[src/rtl/pow2_div_pkg.sv]
// -----------------------------------------------------------------------------
// pow2_div_pkg
//   Shared definitions for the pipelined signed divide-by-power-of-two block.
//
//   Contents:
//     div_mode_e - rounding mode encoding carried on up_mode.
//                  Code 3 is reserved and behaves like DIV_FLOOR.
//     bias_t     - wide container for the rounding bias. Callers truncate it
//                  to their own W+1 bits.
//     bias_f     - rounding bias added to the sign-extended dividend before
//                  the arithmetic right shift.
// -----------------------------------------------------------------------------
package pow2_div_pkg;

    typedef enum logic [1:0] {
        DIV_FLOOR = 2'd0,
        DIV_TRUNC = 2'd1,
        DIV_ROUND = 2'd2
    } div_mode_e;

    // Wide enough for any practical W; callers truncate to W+1 bits.
    localparam int BIAS_MAX_W = 64;
    typedef logic [BIAS_MAX_W-1:0] bias_t;

    // Bias for the requested mode.
    //   a_sign : sign bit of the dividend
    //   s      : shift amount (divisor 2^s)
    //   mode   : raw mode code; anything other than TRUNC/ROUND means floor
    //   w      : data width. s is clamped to w-1 so the bias always fits in
    //            w+1 bits.
    // Truncation adds 2^s-1 to negative dividends so the floor shift rounds
    // toward zero. Round-half-up adds half an LSB of the quotient.
    function automatic bias_t bias_f(input logic        a_sign,
                                     input int unsigned s,
                                     input logic [1:0]  mode,
                                     input int unsigned w);
        int unsigned sc;
        bias_t       b;
        sc = (s > w - 1) ? w - 1 : s;
        b  = '0;
        case (mode)
            DIV_TRUNC: begin
                if (a_sign) begin
                    b = (bias_t'(1) << sc) - bias_t'(1);
                end
            end
            DIV_ROUND: begin
                if (sc != 0) begin
                    b = bias_t'(1) << (sc - 1);
                end
            end
            default: b = '0;
        endcase
        return b;
    endfunction

endpackage

[src/rtl/pipelined_signed_div_pow2_if.sv]
// -----------------------------------------------------------------------------
// pipelined_signed_div_pow2_if
//   Stream bundle for the pipelined signed divide-by-power-of-two block.
//
//   Upstream (producer -> block):
//     up_vld, up_data (signed dividend), up_shift (divisor 2^s),
//     up_mode (0 floor, 1 truncate, 2 round half up, 3 = floor),
//     up_tag (opaque); up_rdy flows back.
//   Downstream (block -> consumer):
//     down_vld, down_quot, down_rem, down_tag; down_rdy flows back.
//
//   Modports:
//     slave  - the divider's view
//     master - the environment's view (drives up_*, down_rdy)
// -----------------------------------------------------------------------------
interface pipelined_signed_div_pow2_if #(
    parameter int W  = 8,
    parameter int SW = $clog2(W),
    parameter int TW = 4
);

    logic                up_vld;
    logic                up_rdy;
    logic signed [W-1:0] up_data;
    logic [SW-1:0]       up_shift;
    logic [1:0]          up_mode;
    logic [TW-1:0]       up_tag;

    logic                down_vld;
    logic                down_rdy;
    logic signed [W-1:0] down_quot;
    logic signed [W-1:0] down_rem;
    logic [TW-1:0]       down_tag;

    modport slave (
        input  up_vld,
        output up_rdy,
        input  up_data,
        input  up_shift,
        input  up_mode,
        input  up_tag,
        output down_vld,
        input  down_rdy,
        output down_quot,
        output down_rem,
        output down_tag
    );

    modport master (
        output up_vld,
        input  up_rdy,
        output up_data,
        output up_shift,
        output up_mode,
        output up_tag,
        input  down_vld,
        output down_rdy,
        input  down_quot,
        input  down_rem,
        input  down_tag
    );

endinterface

[src/rtl/pow2_div_pipe_reg.sv]
// -----------------------------------------------------------------------------
// pow2_div_pipe_reg
//   One valid/ready pipeline register with full backpressure.
//
//   Ports:
//     clk, rst_n        - clock, asynchronous active-low reset
//     in_vld / in_rdy   - upstream handshake
//     in_data [PW]      - upstream payload
//     out_vld / out_rdy - downstream handshake
//     out_data [PW]     - registered payload, held while out_vld & !out_rdy
//
//   Only the valid flag is reset. The payload register is plain data.
//   in_rdy depends combinationally on out_rdy, so ready ripples back through
//   a chain of these in the same cycle. That lets a full pipe accept and
//   emit on the same edge.
// -----------------------------------------------------------------------------
module pow2_div_pipe_reg #(
    parameter int PW = 8
) (
    input  logic          clk,
    input  logic          rst_n,
    input  logic          in_vld,
    output logic          in_rdy,
    input  logic [PW-1:0] in_data,
    output logic          out_vld,
    input  logic          out_rdy,
    output logic [PW-1:0] out_data
);

    logic          vld_q;
    logic [PW-1:0] data_q;

    // Ready when empty, or when the held entry leaves this cycle.
    assign in_rdy = !vld_q || out_rdy;

    always_ff @(posedge clk or negedge rst_n) begin
        if (!rst_n) begin
            vld_q <= 1'b0;
        end else if (in_rdy) begin
            vld_q <= in_vld;
        end
    end

    always_ff @(posedge clk) begin
        if (in_vld && in_rdy) begin
            data_q <= in_data;
        end
    end

    assign out_vld  = vld_q;
    assign out_data = data_q;

endmodule

[src/rtl/pipelined_signed_div_pow2.sv]
// -----------------------------------------------------------------------------
// pipelined_signed_div_pow2
//   Two-stage pipelined signed divider by a run-time power of two.
//   Rounding modes: floor, truncate toward zero, round half up.
//   Also returns a remainder and passes an opaque tag through unchanged.
//
//   Ports:
//     clk   - clock, rising edge
//     rst_n - asynchronous active-low reset. Clears both stage valid flags
//             and discards any in-flight results.
//     bus   - pipelined_signed_div_pow2_if.slave
//             up_*   : dividend a, shift s, mode, tag, valid/ready
//             down_* : quotient q, remainder r = a - q*2^s, tag, valid/ready
//
//   Latency is 2 cycles from accept to down_vld. Throughput is one result
//   per cycle. The only combinational in-to-out path is down_rdy -> up_rdy.
// -----------------------------------------------------------------------------
module pipelined_signed_div_pow2
    import pow2_div_pkg::*;
#(
    parameter int W  = 8,
    parameter int SW = $clog2(W),
    parameter int TW = 4
) (
    input  logic                          clk,
    input  logic                          rst_n,
    pipelined_signed_div_pow2_if.slave    bus
);

    localparam int PW1 = (W + 1) + W + SW + TW;
    localparam int PW2 = W + W + TW;

    // When W is not a power of two, up_shift can encode values >= W.
    // Those are clamped to W-1.
    function automatic logic [SW-1:0] clamp_shift_f(input logic [SW-1:0] s);
        if (32'(s) >= 32'(W)) begin
            return SW'(W - 1);
        end
        return s;
    endfunction

    // Arithmetic shift of the biased sum. The result always fits in W bits
    // for s <= W-1, so dropping the extra sign bit is lossless.
    function automatic logic signed [W-1:0] quot_f(input logic signed [W:0] sum,
                                                   input logic [SW-1:0]     s);
        logic signed [W:0] sh;
        sh = sum >>> s;
        return sh[W-1:0];
    endfunction

    // r = a - q*2^s, evaluated in W+1 bits. The true remainder fits in W bits
    // in every mode.
    function automatic logic signed [W-1:0] rem_f(input logic signed [W-1:0] a,
                                                  input logic signed [W-1:0] q,
                                                  input logic [SW-1:0]       s);
        logic signed [W:0] q_scaled;
        logic signed [W:0] diff;
        q_scaled = {q[W-1], q} << s;
        diff     = {a[W-1], a} - q_scaled;
        return diff[W-1:0];
    endfunction

    // ---- stage 0 -> 1: clamp shift, form biased sum --------------------------
    logic signed [W-1:0] a_p0;
    logic [SW-1:0]       s_p0;
    logic signed [W:0]   bias_p0;
    logic signed [W:0]   sum_p0;
    logic [PW1-1:0]      pl_p0;

    assign a_p0    = bus.up_data;
    assign s_p0    = clamp_shift_f(bus.up_shift);
    assign bias_p0 = (W + 1)'(bias_f(a_p0[W-1], 32'(s_p0), bus.up_mode, W));
    assign sum_p0  = {a_p0[W-1], a_p0} + bias_p0;
    assign pl_p0   = {sum_p0, a_p0, s_p0, bus.up_tag};

    logic           vld_p1;
    logic           rdy_p1;
    logic [PW1-1:0] pl_p1;

    pow2_div_pipe_reg #(
        .PW (PW1)
    ) u_stage1 (
        .clk      (clk),
        .rst_n    (rst_n),
        .in_vld   (bus.up_vld),
        .in_rdy   (bus.up_rdy),
        .in_data  (pl_p0),
        .out_vld  (vld_p1),
        .out_rdy  (rdy_p1),
        .out_data (pl_p1)
    );

    // ---- stage 1 -> 2: shift for quotient, reconstruct remainder -------------
    logic signed [W:0]   sum_p1;
    logic signed [W-1:0] a_p1;
    logic [SW-1:0]       s_p1;
    logic [TW-1:0]       tag_p1;
    logic signed [W-1:0] quot_p1;
    logic signed [W-1:0] rem_p1;
    logic [PW2-1:0]      pl_p1_out;

    assign {sum_p1, a_p1, s_p1, tag_p1} = pl_p1;
    assign quot_p1   = quot_f(sum_p1, s_p1);
    assign rem_p1    = rem_f(a_p1, quot_p1, s_p1);
    assign pl_p1_out = {quot_p1, rem_p1, tag_p1};

    logic           vld_p2;
    logic [PW2-1:0] pl_p2;

    pow2_div_pipe_reg #(
        .PW (PW2)
    ) u_stage2 (
        .clk      (clk),
        .rst_n    (rst_n),
        .in_vld   (vld_p1),
        .in_rdy   (rdy_p1),
        .in_data  (pl_p1_out),
        .out_vld  (vld_p2),
        .out_rdy  (bus.down_rdy),
        .out_data (pl_p2)
    );

    // ---- stage 2 output ------------------------------------------------------
    assign bus.down_vld  = vld_p2;
    assign bus.down_quot = pl_p2[PW2-1 -: W];
    assign bus.down_rem  = pl_p2[TW +: W];
    assign bus.down_tag  = pl_p2[TW-1:0];

endmodule

[src/flat_wrapper.sv]
// flat-port wrapper written by rule: the top's interface ports become plain ports
module pipelined_signed_div_pow2_flat import pow2_div_pkg::*;
#(
    parameter int W  = 8,
    parameter int SW = $clog2(W),
    parameter int TW = 4
)
  (clk, rst_n, bus_up_vld, bus_up_rdy, bus_up_data, bus_up_shift, bus_up_mode, bus_up_tag, bus_down_vld, bus_down_rdy, bus_down_quot, bus_down_rem, bus_down_tag);
  pipelined_signed_div_pow2_if #(.W(W), .SW(SW), .TW(TW)) bus_i ();
  input  logic clk;
  input  logic rst_n;
  input wire logic [$bits(bus_i.up_vld)-1:0] bus_up_vld;
  output wire logic [$bits(bus_i.up_rdy)-1:0] bus_up_rdy;
  input wire logic [$bits(bus_i.up_data)-1:0] bus_up_data;
  input wire logic [$bits(bus_i.up_shift)-1:0] bus_up_shift;
  input wire logic [$bits(bus_i.up_mode)-1:0] bus_up_mode;
  input wire logic [$bits(bus_i.up_tag)-1:0] bus_up_tag;
  output wire logic [$bits(bus_i.down_vld)-1:0] bus_down_vld;
  input wire logic [$bits(bus_i.down_rdy)-1:0] bus_down_rdy;
  output wire logic [$bits(bus_i.down_quot)-1:0] bus_down_quot;
  output wire logic [$bits(bus_i.down_rem)-1:0] bus_down_rem;
  output wire logic [$bits(bus_i.down_tag)-1:0] bus_down_tag;
  assign bus_i.up_vld = bus_up_vld;
  assign bus_up_rdy = bus_i.up_rdy;
  assign bus_i.up_data = bus_up_data;
  assign bus_i.up_shift = bus_up_shift;
  assign bus_i.up_mode = bus_up_mode;
  assign bus_i.up_tag = bus_up_tag;
  assign bus_down_vld = bus_i.down_vld;
  assign bus_i.down_rdy = bus_down_rdy;
  assign bus_down_quot = bus_i.down_quot;
  assign bus_down_rem = bus_i.down_rem;
  assign bus_down_tag = bus_i.down_tag;
  pipelined_signed_div_pow2 #(.W(W), .SW(SW), .TW(TW)) u_core (.clk(clk), .rst_n(rst_n), .bus(bus_i));
endmodule
[config.mk]
export PLATFORM = sky130hd
export DESIGN_NAME = pipelined_signed_div_pow2_flat
export DESIGN_NICKNAME = d
export VERILOG_FILES = /design/src/rtl/pow2_div_pkg.sv /design/src/rtl/pipelined_signed_div_pow2_if.sv /design/src/rtl/pow2_div_pipe_reg.sv /design/src/rtl/pipelined_signed_div_pow2.sv /design/src/flat_wrapper.sv
export SDC_FILE = /design/constraint.sdc
export NUM_CORES = 1
export LEC_CHECK = 0
export ABC_AREA = 1
export BUFFER_PORTS_ARGS = -buffer_cell sky130_fd_sc_hd__buf_2
export CAP_MARGIN = 20
export CORE_AREA = 4 4 91 93
export CTS_BUF_LIST = sky130_fd_sc_hd__clkbuf_2 sky130_fd_sc_hd__clkbuf_4 sky130_fd_sc_hd__clkbuf_8
export DETAILED_ROUTE_END_ITERATION = 8
export DIE_AREA = 0 0 95 97
export SKIP_LAST_GASP = 1
export SLEW_MARGIN = 10
export SYNTH_ARGS = -nofsm -noshare
export SYNTH_HDL_FRONTEND = slang
export SYNTH_SLANG_ARGS = --single-unit
[constraint.sdc]
create_clock -name clk -period 3.8 [get_ports clk]
set_input_delay 0.57 -clock clk [delete_from_list [all_inputs] [get_ports clk]]
set_output_delay 0.57 -clock clk [all_outputs]
set_load 0.1 [all_outputs]
==> Flow_metrics.wiki <==
{| class="wikitable"
! Metric !! Value
|-
| Worst-skew pair later-pin latency || 0.30 ns
|-
| Async set-or-reset flop fraction in the synthesized netlist || 4.35%
|-
| Clock sinks || 46
|-
| Synth top area share || 45.5%
|-
| Switching Fraction || 40.7%
|-
| CTS clk-pin slew, worst paths || 0.09 ns
|-
| Source of the critical timing path || u_core.u_stage1.out_data[5]
|-
| Initial core utilization || 38.6%
|-
| Global route total overflow || 0
|-
| Total of flip-flops plus latches after synthesis || 46
|-
| DR vias/cell || 4.79
|-
| Warning count from the yosys run || 0
|-
| Number of DRC violations after detailed routing || 0
|-
| Synthesized instance count || 317
|-
| Total Power Consumption || 0.00149 W
|-
| Cell depth of the worst flop-to-flop path || 14
|-
| Number of search-and-repair iterations in the first detailed-routing pass || 4
|-
| Class of the worst hold path || primary input to asynchronous set/reset pin
|-
| Weighted congestion at the end of routability-driven global placement || 0.859
|-
| Number of enable-type register cells in the synthesized netlist || 44
|-
| Avg Inst Size Synth || 9.16 µm²
|-
| Post-synth top flop || sky130_fd_sc_hd__edfxtp_1
|-
| Critical Path, Cell by Cell || inv_2 > nand3_1 > nand3_1 > nand3_1 > nand3_1 > nand2_1 > nand2_1 > ha_1 > nand2_1 > o21ai_0 > a21oi_1 > nor2_1 > nor2_1 > xor2_1
|-
| Top cells by count, synth || sky130_fd_sc_hd__nand2_1 (76), sky130_fd_sc_hd__edfxtp_1 (44), sky130_fd_sc_hd__nand3_1 (42)
|-
| Count of hold-fix buffers inserted at cts || 0
|-
| HPWL after detailed placement || 4.45 mm
|-
| Type of the worst setup path || register to register
|-
| Share of layout cells above drive strength 1 || 19.1%
|-
| End point of the critical path || u_core.u_stage2.out_data[9]
|-
| Global-route total usage across every layer || 13.0%
|-
| Number of DRC markers in iteration 0 || 137
|-
| CP startpoint kind || register
|-
| Final setup TNS || 0 ns
|-
| Switching power of the nets || 0.000608 W
|-
| Nets || 406
|-
| Final core utilization || 43.9%
|-
| Area of the core || 0.00753 mm²
|-
| Clock tree buffer depth || 2
|-
| Count of endpoints failing hold in the final timing report || 0
|-
| CP Data Arrival Time || 3.16 ns
|-
| Overall via count from detail_route || 2,222
|-
| Capturing point of the worst reg2reg path || u_core.u_stage2.out_data[9]
|-
| Relative slew slack || 39.7%
|-
| Register-to-register setup slack || 0.70 ns
|-
| Part of the total power dissipated in combinational logic || 36.2%
|-
| Power density normalized to cell area || 451 mW/mm²
|-
| Run status || complete, no violations
|-
| Largest net degree at the start of global routing || 25
|-
| Total routed wirelength || 5.60 mm
|-
| Die area || 0.00922 mm²
|-
| Static Leakage || 1.52 nW
|-
| TritonCTS clock tree || built
|-
| Maximum ir drop on the vdd rail || 0.112 mV
|-
| Synth area leader || sky130_fd_sc_hd__edfxtp_1
|-
| Clock share of power || 19.8%
|-
| Final period util || 81.6%
|-
| Max frequency || 0.322 GHz
|-
| Mean routed wirelength per cell || 12.1 µm
|-
| Number of rows created at floorplan || 32
|-
| Final setup viols || 0
|-
| Htree depth || 2
|-
| Root buffer cell || sky130_fd_sc_hd__clkbuf_8
|-
| Period minus WS final || 3.10 ns
|-
| Max Transition Viols Final || 0
|-
| Part of the power in registers || 44.0%
|-
| Number of clock buffers inserted by TritonCTS || 5
|-
| Cell area after technology mapping || 0.00290 mm²
|-
| Wire length of the first global-routing pass || 9.53 mm
|-
| Cell repeated most along the worst path || sky130_fd_sc_hd__nand3_1
|-
| Final critical-path setup slack || 0.698 ns
|-
| Most used standard cell by instance count after synthesis || sky130_fd_sc_hd__nand2_1
|-
| Synthesis-to-layout area growth || 13.8%
|-
| CP required || 3.86 ns
|-
| Unique masters post-synth || 28
|-
| Longest individual stage delay on the worst path || 0.72 ns
|-
| Worst slew pin tran || 0.904 ns
|-
| Setup repair after global routing missed its margin || no
|-
| Resized cells post-CTS || 0
|-
| Internal Power || 0.000884 W
|-
| Net count after synthesis || 362
|-
| Layout Skew || 0.00747 ns
|-
| Die H || 97 µm
|-
| Total of buffers placed on input and output ports || 42
|-
| Standard cell with the maximum stage delay on the critical path || sky130_fd_sc_hd__edfxtp_1
|-
| Number of antenna repair diodes || 0
|-
| Antenna Nets Post-Route || 0
|-
| Number of global-route vias before repair || 2,065
|-
| CP endpoint kind || register
|-
| Post-Place Setup Slack || 0.388 ns
|-
| Die Wd || 95 µm
|-
| Top area cells in the synthesized netlist || sky130_fd_sc_hd__edfxtp_1 (45%), sky130_fd_sc_hd__nand2_1 (9.8%), sky130_fd_sc_hd__ha_1 (9.5%), sky130_fd_sc_hd__nand3_1 (7.2%), sky130_fd_sc_hd__inv_1 (4.4%)
|-
| Max FO, Critical Path || 15
|-
| Top-level port count || 43
|-
| Portion of the post-synthesis area used by sequential elements || 47.2%
|-
| Launching point of the worst reg2reg path || u_core.u_stage1.out_data[5]
|-
| Maxcap violations || 0
|-
| Buffer count from post-CTS setup fixing || 0
|-
| Antenna violations before repair || 0
|}
## through the flow
stage	cell area [µm²]	hold WS [ns]	std cells
2_1_floorplan	2900	0.274	317
3_3_place_gp	3200	0.357	455
3_5_place_dp	3200	0.358	455
4_1_cts	3290	0.0353	463
5_1_grt	3300	0.0284	464
6_report	3300	0.0445	464
## area by class of cell
class                   instances  area (µm²)
clock buffers                   5        68.8
inverters                      37         139
repair buffers                 44         229
fillers                       783        4220
multi-input cells             227        1350
flip-flops and latches         46        1370
well taps                     102         128
clock inverters                 3        21.3
## worst min-delay path by stage
stage / from / end / slack [ns] / depth (start not counted)
global route: rst_n / u_core.u_stage2.out_vld / 0.03 / 1
finish: rst_n / u_core.u_stage1.out_vld / 0.04 / 1
floorplan: rst_n / u_core.u_stage1.out_vld / 0.27 / 0
CTS: rst_n / u_core.u_stage1.out_vld / 0.04 / 1
global placement: rst_n / u_core.u_stage1.out_vld / 0.36 / 1
detailed placement: rst_n / u_core.u_stage1.out_vld / 0.36 / 1
## critical path, delay by kind of cell (launching register included)
family,cells,cell delay [ns]
and+or+nand+nor,9,0.95
DFF,1,0.72
AOI/OAI and AO/OA,2,0.44
adders and majority gates,1,0.37
buffers and inverters,1,0.26
xor gates and xnor gates,1,0.13
## power by group through the flow
| stage | logic [W] | registers (W) | clock network, W |
|---|---|---|---|
| finish | 0.000540 | 0.000656 | 0.000295 |
| floorplan | 0.000222 | 0.000899 | 0 |
| global route | 0.000586 | 0.000662 | 0.000331 |
| global placement | 0.000537 | 0.000667 | 0 |
| detailed placement | 0.000540 | 0.000669 | 0 |
| CTS | 0.000541 | 0.000658 | 0.000310 |
## registers in the layout, summed over array words and instances (netlist names)
register	count
u_core.u_stage2.out_data	20
u_core.u_stage1.out_data	24
u_core.u_stage2.out_vld	1
u_core.u_stage1.out_vld	1
## routing by layer
layer	up-vias	wire length [µm]	track usage, %
met5	-	0	0
met4	0	81	4.55
met3	5	249	2.33
met2	50	2780	21.9
met1	1000	2490	16.5
li1	1167	-	-
## logic make-up (layout without fill, tap and decap cells)
kind of cell    Yosys count  count (layout)  synth area share [%]
compound gates           35              35                  6.59
xor+xnor                 16              16                  4.83
fa+ha+maj                24              24                  10.9
buf+inv                  44              89                  6.51
flops                    46              46                  47.2
simple gates            152             152                  24.0
## placed cells by master (no fill, tap or decap), drive strengths merged
| master | n |
|---|---|
| nand2 | 82 |
| nand3 | 47 |
| edfxtp | 44 |
| buf | 44 |
| inv | 37 |
| ha | 22 |
| a21oi | 22 |
| nor2 | 13 |
| xor2 | 10 |
| o21ai | 7 |
| xnor2 | 6 |
| nand4 | 5 |
| clkbuf | 5 |
| o211ai | 3 |
| nor3 | 3 |
| a21o | 2 |
| fa | 2 |
| dfrtp | 2 |
| clkinv | 2 |
| nor3b | 1 |
| a221oi | 1 |
| or2 | 1 |
| clkinvlp | 1 |
No activity file was read; power rests on OpenSTA's default activity.
